$ cat src/rtl/gate_settle_cnt.sv
// Loadable down-counter with a zero flag; holds at zero.
module gate_settle_cnt #(
  parameter int unsigned Width = 4
) (
  input  logic             clk,
  input  logic             rst_n,
  input  logic             load_i,
  input  logic [Width-1:0] load_val_i,
  input  logic             dec_i,
  output logic             zero_o
);

  logic [Width-1:0] cnt_q, cnt_d;

  always_comb begin
    cnt_d = cnt_q;
    if (load_i) begin
      cnt_d = load_val_i;
    end else if (dec_i && (cnt_q != '0)) begin
      cnt_d = cnt_q - 1'b1;
    end
  end

  always_ff @(posedge clk or negedge rst_n) begin
    if (!rst_n) begin
      cnt_q <= '0;
    end else begin
      cnt_q <= cnt_d;
    end
  end

  assign zero_o = (cnt_q == '0);

endmodule

$ cat config.mk
export PLATFORM = sky130hd
export DESIGN_NAME = gate_settle_cnt
export DESIGN_NICKNAME = d
export VERILOG_FILES = /design/src/rtl/gate_settle_cnt.sv
export SDC_FILE = /design/constraint.sdc
export NUM_CORES = 1
export LEC_CHECK = 0
export BUFFER_PORTS_ARGS = -buffer_cell sky130_fd_sc_hd__buf_2
export CORE_AREA = 3 3 40 42
export DETAILED_ROUTE_END_ITERATION = 16
export DIE_AREA = 0 0 43 45
export PLACE_DENSITY = 0.45
export REMOVE_ABC_BUFFERS = 1
export SYNTH_ARGS = -nofsm -noshare
export SYNTH_HDL_FRONTEND = slang
export SYNTH_SLANG_ARGS = --single-unit
export TNS_END_PERCENT = 5
$ cat constraint.sdc
create_clock -name clk -period 1.4 [get_ports clk]
set_clock_uncertainty 0.05 [all_clocks]
set_input_delay 0.14 -clock clk [delete_from_list [all_inputs] [get_ports clk]]
set_output_delay 0.14 -clock clk [all_outputs]
set_load 0.01 [all_outputs]
==> results.yml <==
final_layout:
  area_growth_pct: 50.5
  reg_top3: "cnt_q x4"
  regMostFlops: "cnt_q"
  final_cells: 58
  fraction_of_layout_cells_with_a_size_suffix_above_1_pct: 48.8
  flip_flop_count_of_the_largest_register_after_layout: 4
  antennaDiodeCount: 0
  layout_filler_cell_count: 134
  final_net_count: 54
setup_path:
  critical_path.reg2reg.endpoint: "cnt_q[1]"
  critPathSlowestCell: "sky130_fd_sc_hd__or4_4"
  worst_setup_path_end_kind: "flop"
  r2r_cells: 6
  critical_path_arrival_ns: 1.55
  timing.rr.start: "cnt_q[0]"
  buffer_and_inverter_count_on_the_worst_path: 2
  crit_path_cell_trace: "inv_1 > ha_2 > nor3b_4 > buf_4 > or4_4 > o211ai_2"
  path_delay_family: "simple AND/OR/NAND/NOR gates"
  setup.worst_path.class: "reg -> reg"
  setup.worst_path.start_class: "flop"
  slowest_delay_ns: 0.41
  ff2ff_setup_slack_ns: -0.06
  required_time_of_the_worst_setup_path_ns: 1.50
  critPathMaxFanout: 3
worst_hold_path:
  holdPathEnd: "cnt_q[2]"
  whs_path_depth: 3
  min-delay-path-class: "in -> reg"
  min-delay-start: "load_val_i[2]"
clock_tree:
  clock_tree_from_tritoncts: "done"
  tritoncts.num_buffers: 3
  cts-root-to-sink-buffers: 2
  clk-insertion-delay-late_ns: 0.23
  h-tree-depth: 1
  ctsRootBufferMaster: "sky130_fd_sc_hd__clkbuf_4"
  clock-sinks: 4
  cts.clk_slew.worst_paths_ns: 0.03
route:
  postRouteWirelength_um: 570
  average_vias_per_placed_instance: 4.50
  avgRoutedWirePerCell_um: 9.83
  detailedRoute.firstPassIterationCount: 2
  postRouteAntennaNets: 0
  detail_route.drc_violations: 0
  via_count: 261
  drt-initial-drc-count: 2
synth:
  synth.yosys.seq_area_share_pct: 37.0
  post_synthesis_register_bit_count: 4
  synth-edff-count: 0
  synth_most_common_cell: "sky130_fd_sc_hd__dfrtp_1"
  syn-mean-instance-area_um2: 10.0
  synth.top_cell.area_share_pct: 37.0
  synth_commonest_cells: "sky130_fd_sc_hd__dfrtp_1 (4), sky130_fd_sc_hd__inv_1 (3), sky130_fd_sc_hd__nand2_1 (3), sky130_fd_sc_hd__nor3_1 (2), sky130_fd_sc_hd__o21ai_0 (2)"
  postSynthCellCount: 27
  asyncSetResetFlopFracSynth_pct: 100
  cell_type_with_the_largest_total_area_after_synthesis: "sky130_fd_sc_hd__dfrtp_1"
  top_cells_by_area_in_the_synthesized_netlist: "sky130_fd_sc_hd__dfrtp_1 (37%), sky130_fd_sc_hd__nor4b_2 (5.6%), sky130_fd_sc_hd__ha_1 (4.6%)"
  netlist_area_um2: 270
  yosys_warnings: 0
  synth_ff_type: "sky130_fd_sc_hd__dfrtp_1"
  synthDistinctLibCells: 18
status:
  failed_checks: "negative setup slack"
  run_status: "finished with violations"
pwr:
  power_density_nw_per_um2: 971
  static-leakage-power_nw: 0.193
  total_power_w: 0.000395
  irDropWorstVdd_mv: 0.370
die:
  coreArea_um2: 1280
  floorplan.io_pins: 9
  die_y_um: 45
  die-width_um: 43
  die_area_um2: 1940
  start_util_pct: 21.0
  cell_rows: 13
sta:
  worst_margin_pin_slew_ns: 0.262
  report.final.slew_viol_count: 0
  final-hold-violation-count: 0
  timing.max_slew.rel_slack_pct: 82.5
  fmax_mhz: 686
  finalSetupTns_ns: -0.108
  final_min_period_over_clock_period_pct: 104
  rsz0062_at_grt: "true"
  finalWorstSetupSlack_ns: -0.0576
  finalCriticalPeriod_ns: 1.46
  setup_viol_count_final: 3
place:
  worst_setup_slack_post_dpl_ns: 0.00249
  place_congestion: 0.662
  post-place-cells: 53
  io_buffers: 8
  place_hpwl_um: 478
global_routing:
  antenna_found_initial: 0
  grt_usage_pct: 7.27
  grt_pass1_vias: 266
  pin_count_of_the_biggest_net_entering_global_routing: 11
  grt_first_pass_wirelength_um: 1040
  total_gr_overflow: 0
flow_run:
  maxCapViolations: 0
-- tightest hold or removal path: stages --
cell,delay [ns]
sky130_fd_sc_hd__buf_2,0.07
sky130_fd_sc_hd__nand2_1,0.04
sky130_fd_sc_hd__o21ai_0,0.07
-- cell usage in the layout (no fill, tap or decap), drive strengths merged --
cell type and n:
o21a 1, a21oi 1, clkbuf 3, nand2 3, dlygate4sd3 1, inv 3
ha 1, dfrtp 4, or2b 1, nor3b 2, nor3 2, o211ai 1
and4b 1, o31a 1, nor4b 1, a221o 1, o21ai 2, buf 13
or4 1
-- power by group --
part	switching [W]	internal [W]	leakage, nW
Clock	0.0000385	0.0000953	0.0138
Combinational	0.0000472	0.0000695	0.131
Sequential	0.0000139	0.000131	0.0480
Total	0.0000996	0.000295	0.193
-- per-layer routing --
metal / vias up / wire, µm / track usage, %
met5: - / 0 / 0
met4: 0 / 0 / 5.42
met3: 0 / 33 / 2.79
met2: 4 / 306 / 11.1
met1: 125 / 230 / 8.29
li1: 132 / - / -
-- how the worst max path moves through the flow --
stage	endpoint	depth (start not counted)	slack, ns	startpoint
after floorplan	cnt_q[1]	5	-0.04	cnt_q[0]
after global placement	cnt_q[1]	5	0.02	cnt_q[0]
after detailed placement	cnt_q[1]	4	0.002	cnt_q[0]
after CTS	cnt_q[1]	6	-0.07	cnt_q[0]
after global routing	zero_o	5	-0.13	cnt_q[0]
final	cnt_q[1]	6	-0.06	cnt_q[0]
-- area by class of cell --
type | count | area, µm² | area share, %
Inverter | 3 | 11.3 | 2.77
Tap cell | 15 | 18.8 | 4.62
Clock buffer | 3 | 22.5 | 5.54
Timing Repair Buffer | 14 | 93.8 | 23.1
Sequential cell | 4 | 100 | 24.6
Multi-Input combinational cell | 19 | 160 | 39.4
-- cell families (layout without fill, tap and decap cells) --
group | Yosys count | count (layout) | share of synthesized area (%)
AND/OR/NAND/NOR | 11 | 11 | 30.1
AO/OA/AOI/OAI | 7 | 7 | 19.9
flip-flops | 4 | 4 | 37.0
buffers and inverters | 4 | 20 | 8.33
adder cells (fa/ha/maj) | 1 | 1 | 4.63
-- through the flow --
stage	utilization [%]	hold slack [ns]	area [µm²]
final	31.6	0.0845	407
after global routing	31.6	0.0967	407
after CTS	31.6	0.0807	407
after detailed placement	27.1	-0.103	348
after global placement	27.1	-0.105	348
after floorplan	-	-0.206	259
-- what timing repair did --
action	in CTS	in global routing
hold endpoints to repair	4	0
hold buffers	1	0
pin swaps	2	0
setup buffers	1	0
setup endpoints to repair	2	3
resized for setup	4	0
(Power assumes the default switching activity.)
